$ cat config.mk
export PLATFORM = sky130hd
export DESIGN_NAME = maxpool2d
export DESIGN_NICKNAME = d
export VERILOG_FILES = /design/src/rtl/maxpool2d.sv
export SDC_FILE = /design/constraint.sdc
export NUM_CORES = 1
export LEC_CHECK = 0
export ABC_CLOCK_PERIOD_IN_PS = 5600
export BUFFER_PORTS_ARGS = -buffer_cell sky130_fd_sc_hd__buf_2
export CORE_MARGIN = 2
export CORE_UTILIZATION = 55
export CTS_CLUSTER_DIAMETER = 80
export DETAILED_ROUTE_END_ITERATION = 6
export HOLD_SLACK_MARGIN = 0.1
export PLACE_DENSITY = 0.87
export SLEW_MARGIN = 40
export SYNTH_ARGS = -nofsm -noshare
export SYNTH_HDL_FRONTEND = slang
export SYNTH_SLANG_ARGS = --single-unit
$ cat constraint.sdc
create_clock -name clk -period 5.6 [get_ports clk]
set_input_delay 0.28 -clock clk [delete_from_list [all_inputs] [get_ports clk]]
set_output_delay 0.28 -clock clk [all_outputs]
set_load 0.005 [all_outputs]
$ cat src/rtl/maxpool2d.sv
// maxpool2d -- 2-D max pooling engine over a multi-channel feature map.
//
// Reads each POOLxPOOL window of every channel from a synchronous conv buffer,
// one sample per READ/CMP pair. It keeps a signed running maximum and writes
// one pooled value per window to the pool buffer. A single output pixel costs
// 2*POOL*POOL+1 cycles.
//
// Optional feature: define MAXPOOL_RELU_EN to clamp negative maxima to zero
// on the way to pool_d.
//
// Ports:
//   clk         single clock, rising edge
//   reset_n     asynchronous active-low reset
//   start       one-cycle pass request, only honoured in IDLE
//   conv_addr   conv buffer read address (0 unless reading)
//   conv_en     conv buffer read enable; data returns on conv_q one cycle later
//   conv_q      conv buffer read data (signed)
//   pool_addr   pool buffer write address (0 unless writing)
//   pool_en     pool buffer enable  (high only in WRITE)
//   pool_we     pool buffer write strobe (high only in WRITE)
//   pool_d      pool buffer write data (0 unless writing)
//   busy        high whenever the FSM is not IDLE
//   done        one-cycle completion pulse (FINISH state)
//   o_dbg_state current FSM state, for observation only
//
// Handshake: there is no backpressure. conv_en is a fire-and-forget read
// request. The read data is consumed unconditionally in the following cycle.
// pool_we is a fire-and-forget write.
module maxpool2d #(
  parameter int DATA_WIDTH = 16,
  parameter int CHANNELS   = 8,
  parameter int IMG_SIZE   = 28,
  parameter int POOL       = 2,
  localparam int OUT       = IMG_SIZE / POOL,
  localparam int CONV_AW   = (CHANNELS*IMG_SIZE*IMG_SIZE > 1) ? $clog2(CHANNELS*IMG_SIZE*IMG_SIZE) : 1,
  localparam int POOL_AW   = (CHANNELS*OUT*OUT > 1) ? $clog2(CHANNELS*OUT*OUT) : 1
) (
  input  logic                         clk,
  input  logic                         reset_n,
  input  logic                         start,
  output logic [CONV_AW-1:0]           conv_addr,
  output logic                         conv_en,
  input  logic signed [DATA_WIDTH-1:0] conv_q,
  output logic [POOL_AW-1:0]           pool_addr,
  output logic                         pool_en,
  output logic                         pool_we,
  output logic signed [DATA_WIDTH-1:0] pool_d,
  output logic                         busy,
  output logic                         done,
  output logic [2:0]                   o_dbg_state
);

  localparam int CW = (CHANNELS > 1) ? $clog2(CHANNELS) : 1;
  localparam int OW = (OUT > 1) ? $clog2(OUT) : 1;
  localparam int KW = (POOL > 1) ? $clog2(POOL) : 1;

  localparam logic [2:0] S_IDLE   = 3'd0;
  localparam logic [2:0] S_READ   = 3'd1;
  localparam logic [2:0] S_CMP    = 3'd2;
  localparam logic [2:0] S_WRITE  = 3'd3;
  localparam logic [2:0] S_FINISH = 3'd4;

  logic [2:0]                   r_state;
  logic [CW-1:0]                r_c;
  logic [OW-1:0]                r_orow;
  logic [OW-1:0]                r_ocol;
  logic [KW-1:0]                r_kr;
  logic [KW-1:0]                r_kc;
  logic signed [DATA_WIDTH-1:0] r_max;

  logic                         w_last_kc;
  logic                         w_last_kr;
  logic                         w_last_ocol;
  logic                         w_last_orow;
  logic                         w_last_c;
  logic signed [DATA_WIDTH-1:0] w_pool_val;

  assign w_last_kc   = (r_kc   == KW'(POOL - 1));
  assign w_last_kr   = (r_kr   == KW'(POOL - 1));
  assign w_last_ocol = (r_ocol == OW'(OUT - 1));
  assign w_last_orow = (r_orow == OW'(OUT - 1));
  assign w_last_c    = (r_c    == CW'(CHANNELS - 1));

`ifdef MAXPOOL_RELU_EN
  assign w_pool_val = r_max[DATA_WIDTH-1] ? '0 : r_max;
`else
  assign w_pool_val = r_max;
`endif

  // Outputs decode straight from the registered state, so an asynchronous
  // reset drops every strobe and bus to zero in the same cycle.
  assign conv_en     = (r_state == S_READ);
  assign pool_en     = (r_state == S_WRITE);
  assign pool_we     = (r_state == S_WRITE);
  assign busy        = (r_state != S_IDLE);
  assign done        = (r_state == S_FINISH);
  assign o_dbg_state = r_state;

  // Window origin is (orow*POOL, ocol*POOL); a trailing odd row/column is
  // never reached because orow/ocol stop at OUT-1.
  assign conv_addr = (r_state == S_READ) ?
    CONV_AW'(((32'(r_c) * 32'(IMG_SIZE) + 32'(r_orow) * 32'(POOL) + 32'(r_kr)) * 32'(IMG_SIZE))
             + 32'(r_ocol) * 32'(POOL) + 32'(r_kc)) : '0;

  assign pool_addr = (r_state == S_WRITE) ?
    POOL_AW'((32'(r_c) * 32'(OUT) + 32'(r_orow)) * 32'(OUT) + 32'(r_ocol)) : '0;

  assign pool_d = (r_state == S_WRITE) ? w_pool_val : '0;

  always_ff @(posedge clk or negedge reset_n) begin
    if (!reset_n) begin
      r_state <= S_IDLE;
      r_c     <= '0;
      r_orow  <= '0;
      r_ocol  <= '0;
      r_kr    <= '0;
      r_kc    <= '0;
      r_max   <= '0;
    end else begin
      case (r_state)
        S_IDLE: begin
          if (start) begin
            r_c     <= '0;
            r_orow  <= '0;
            r_ocol  <= '0;
            r_kr    <= '0;
            r_kc    <= '0;
            r_state <= S_READ;
          end
        end
        S_READ: begin
          r_state <= S_CMP;
        end
        S_CMP: begin
          // First sample of a window seeds the max; later ones compete.
          if ((r_kr == '0) && (r_kc == '0)) begin
            r_max <= conv_q;
          end else if (conv_q > r_max) begin
            r_max <= conv_q;
          end
          if (w_last_kc) begin
            r_kc <= '0;
            if (w_last_kr) begin
              r_kr    <= '0;
              r_state <= S_WRITE;
            end else begin
              r_kr    <= r_kr + KW'(1);
              r_state <= S_READ;
            end
          end else begin
            r_kc    <= r_kc + KW'(1);
            r_state <= S_READ;
          end
        end
        S_WRITE: begin
          if (w_last_ocol) begin
            r_ocol <= '0;
            if (w_last_orow) begin
              r_orow <= '0;
              r_c    <= w_last_c ? '0 : r_c + CW'(1);
            end else begin
              r_orow <= r_orow + OW'(1);
            end
          end else begin
            r_ocol <= r_ocol + OW'(1);
          end
          r_state <= (w_last_ocol && w_last_orow && w_last_c) ? S_FINISH : S_READ;
        end
        S_FINISH: begin
          r_state <= S_IDLE;
        end
        default: begin
          r_state <= S_IDLE;
        end
      endcase
    end
  end

endmodule

==> reports/qor.yml <==
dp_hpwl_um: 6670
synth_nets: 502
drc_errors: 0
cp_common_cell: "fa_1"
max_clock_freq_mhz: 182
drt_iter0_markers: 154
r2r_cells: 8
path_clk_slew_ns: 0.07
synth_edf_count: 0
finalHoldViolations: 0
min_from: "conv_q[4]"
place.gp.congestion: 0.942
synth.distinct_cells: 54
htreeDepth: 2
yosysWarnings: 0
ant_nets: 0
worst_skew_pair.late_latency_ns: 0.29
slowest_delay_ns: 0.67
cap_violations: 0
r2r-end: "r_max[14]$_DFFE_PN0P_"
die_w_um: 85.5
synthTopCellsByArea: "dfrtp_1 (22%), ha_1 (16%), fa_1 (8.8%)"
slew_headroom: 0.529
required_ns: 5.32
io_pins: 67
grt-ovfl-total: 0
cp.buffers_inverters: 3
routedWlPerCell_um: 15.3
avgSynthCellArea_um2: 8.70
worstSetupPathType: "register to primary output"
cpMaxStageDelayCell: "fa_2"
stdcell_area_um2: 4230
critPathArrivalTime_ns: 5.23
synth.ff_latch_count: 32
irDropWorstVdd_uv: 247
synth_largest_area_cell: "dfrtp_1"
rows: 29
grt_max_degree: 33
drt-total-wl_um: 8630
cp-end-kind: "primary output"
final_nets: 568
drive_above_1_share: 0.248
vias_per_cell: 5.69
synth_top_area_frac: 0.219
grt_pass1_vias: 3246
cts_made_buffers: 5
holdPathEnd: "r_max[4]$_DFFE_PN0P_"
drv_slew: 0
cellPowerDensity_nw_per_um2: 329
syn_to_final_growth_pct: 15.8
syn_inst: 420
num_antenna_cells: 0
p_leak_uw: 0.00223
antenna_found_initial: 0
netlist_area_um2: 3660
vias: 3208
crit_family: "adder cells"
start_kind: "register"
cts.path.max_buffers: 2
grt_first_pass_wirelength_um: 14500
crit_fanout: 10
status: "finished clean"
clock-sinks: 32
seq_area_frac_synth: 0.219
cts_root_buf: "clkbuf_8"
synthFlopType: "dfrtp_1"
drtPass1Iterations: 4
die_area_um2: 7320
r2r-start: "r_max[7]$_DFFE_PN0P_"
skew_ns: 0.00690
hold_class: "input port to register"
min_period_ns: 5.51
placed_area_um2: 4000
hold_path_depth: 2
core_um2: 6390
final-setup-viol-count: 0
final_util: 0.663
period_share: 0.983
async_flop_share: 1.00
rrSetupSlack_ns: 2.80
port_buffers: 66
worstPathCellList: "fa_1, ha_1, inv_1, fa_2, nor2_4, xor2_2, buf_4, fa_1, ha_4, or3b_1, a211oi_2, a311oi_2, or3_4, o31a_1, o21a_1, buf_2"
start_util: 0.572
die_y_um: 85.5
worst_pin_slew_ns: 0.706
cts_tree: "done"
grt_use_total: 0.247
-- flip-flops by register name, summed over array words and instances (netlist names) --
signal,flops
r_kc,1
r_orow,4
r_c,3
o_dbg_state,3
r_kr,1
r_ocol,4
r_max,16
-- area by class of cell --
cell class	instances	area [um^2]
multi-input cells	323	2660
fillers	508	2150
flip-flops and latches	32	805
repair buffers	73	385
inverters	51	191
well taps	77	96.3
clock buffers	7	86.3
clock inverters	1	7.51
-- power by group --
group | leakage, uW | switching, uW | internal [uW] | total [uW]
clock network | 0.0000445 | 87.9 | 99.8 | 188
logic | 0.00179 | 431 | 365 | 796
registers | 0.000394 | 87.6 | 320 | 408
-- cells in the final DEF, fill, tap and decap left out, types with 3 or more instances in the layout --
cell type and n:
o31ai_1 3, dfrtp_2 3, xnor2_1 13, inv_1 50
nor2b_1 5, ha_1 44, nand2_1 22, buf_4 6
a21oi_1 23, nor2_1 43, xor2_1 12, clkbuf_8 6
buf_2 66, nand2b_1 8, nand4_1 6, a22o_1 3
and2_1 11, o21ai_0 16, fa_1 15, dfrtp_1 29
o21a_1 3, o21bai_1 4, nand3_1 9, mux2_2 17
a21o_1 9, nor4_1 5, nor3_1 7
-- how the worst max path moves through the flow --
stage                       start            end  depth (start not counted)
2_1_floorplan  r_c[0]$_DFFE_PN0P_  conv_addr[11]                         16
3_3_place_gp   r_c[0]$_DFFE_PN0P_  conv_addr[11]                         17
3_5_place_dp   r_c[0]$_DFFE_PN0P_  conv_addr[11]                         17
4_1_cts        r_c[0]$_DFFE_PN0P_  conv_addr[11]                         17
5_1_grt        r_c[1]$_DFFE_PN0P_  pool_addr[10]                         17
6_report       r_c[0]$_DFFE_PN0P_  conv_addr[11]                         16
-- cell usage after synthesis, types with 2 or more instances --
master / instances
or3b_1: 2
ha_1: 47
xor2_1: 14
o41ai_1: 2
a21o_2: 2
o31ai_1: 3
o21bai_1: 4
a31oi_1: 2
nand2b_1: 8
o21a_1: 3
or3_1: 2
mux2_2: 17
and3_1: 2
buf_2: 2
nand2_1: 22
a22o_1: 3
a21o_1: 9
buf_1: 2
nand4_1: 6
nor4_1: 5
nor2b_1: 5
nand3_1: 9
or4_1: 2
fa_1: 16
or2_2: 2
o31a_1: 2
and2_1: 11
a21oi_1: 24
buf_6: 2
o21ai_0: 16
buf_4: 4
nor3_1: 7
clkbuf_1: 4
xnor2_1: 15
dfrtp_1: 32
inv_1: 51
nor2_1: 44
-- cell families (layout without fill, tap and decap cells) --
kind of cell | after synthesis | in the layout | share of synthesized area
buffers and inverters | 65 | 132 | 0.0756
multiplexers | 17 | 17 | 0.0524
adder cells (fa/ha/maj) | 63 | 63 | 0.248
AO/OA/AOI/OAI | 80 | 80 | 0.150
XOR/XNOR | 29 | 29 | 0.0695
flip-flops | 32 | 32 | 0.219
AND/OR/NAND/NOR | 134 | 134 | 0.185
-- layer usage --
metal,vias to the layer above,GRT usage,share of wire
li1,1562,-,-
met3,18,0.0423,0.048
met4,0,0.102,0.022
met2,84,0.423,0.51
met5,-,0,0
met1,1544,0.309,0.42
-- per-stage QoR --
stage | instances | worst slack (ns) | hold slack [ns] | total power, uW | setup TNS [ns]
finish | 564 | 0.0930 | 0.247 | 1390 | 0
global placement | 549 | 0.289 | 0.369 | 1140 | 0
CTS | 559 | 0.00673 | 0.236 | 1400 | 0
floorplan | 420 | 0.698 | -0.0156 | 994 | 0
global route | 564 | -0.0994 | 0.239 | 1530 | -0.228
detailed placement | 549 | 0.0477 | 0.373 | 1200 | 0
-- worst register-to-register path: cells and delay by family (launching register included) --
kind	cells	cell delay, ns
adders and majority gates	1	0.30
and+or+nand+nor	1	0.59
DFF	1	0.35
muxes	1	0.42
buffers and inverters	1	0.06
AOI/OAI and AO/OA	4	0.97
-- timing repair --
item / CTS / global route
buffers inserted: 1 / 5
hold buffers: 1 / 0
endpoints found under the setup margin: 2 / 4
endpoints found under the hold margin: 32 / 0
pin swaps: 1 / 4
gates cloned: 0 / 0
gates resized for setup: 6 / 13
Note: power is estimated with default switching activity, not from simulation.
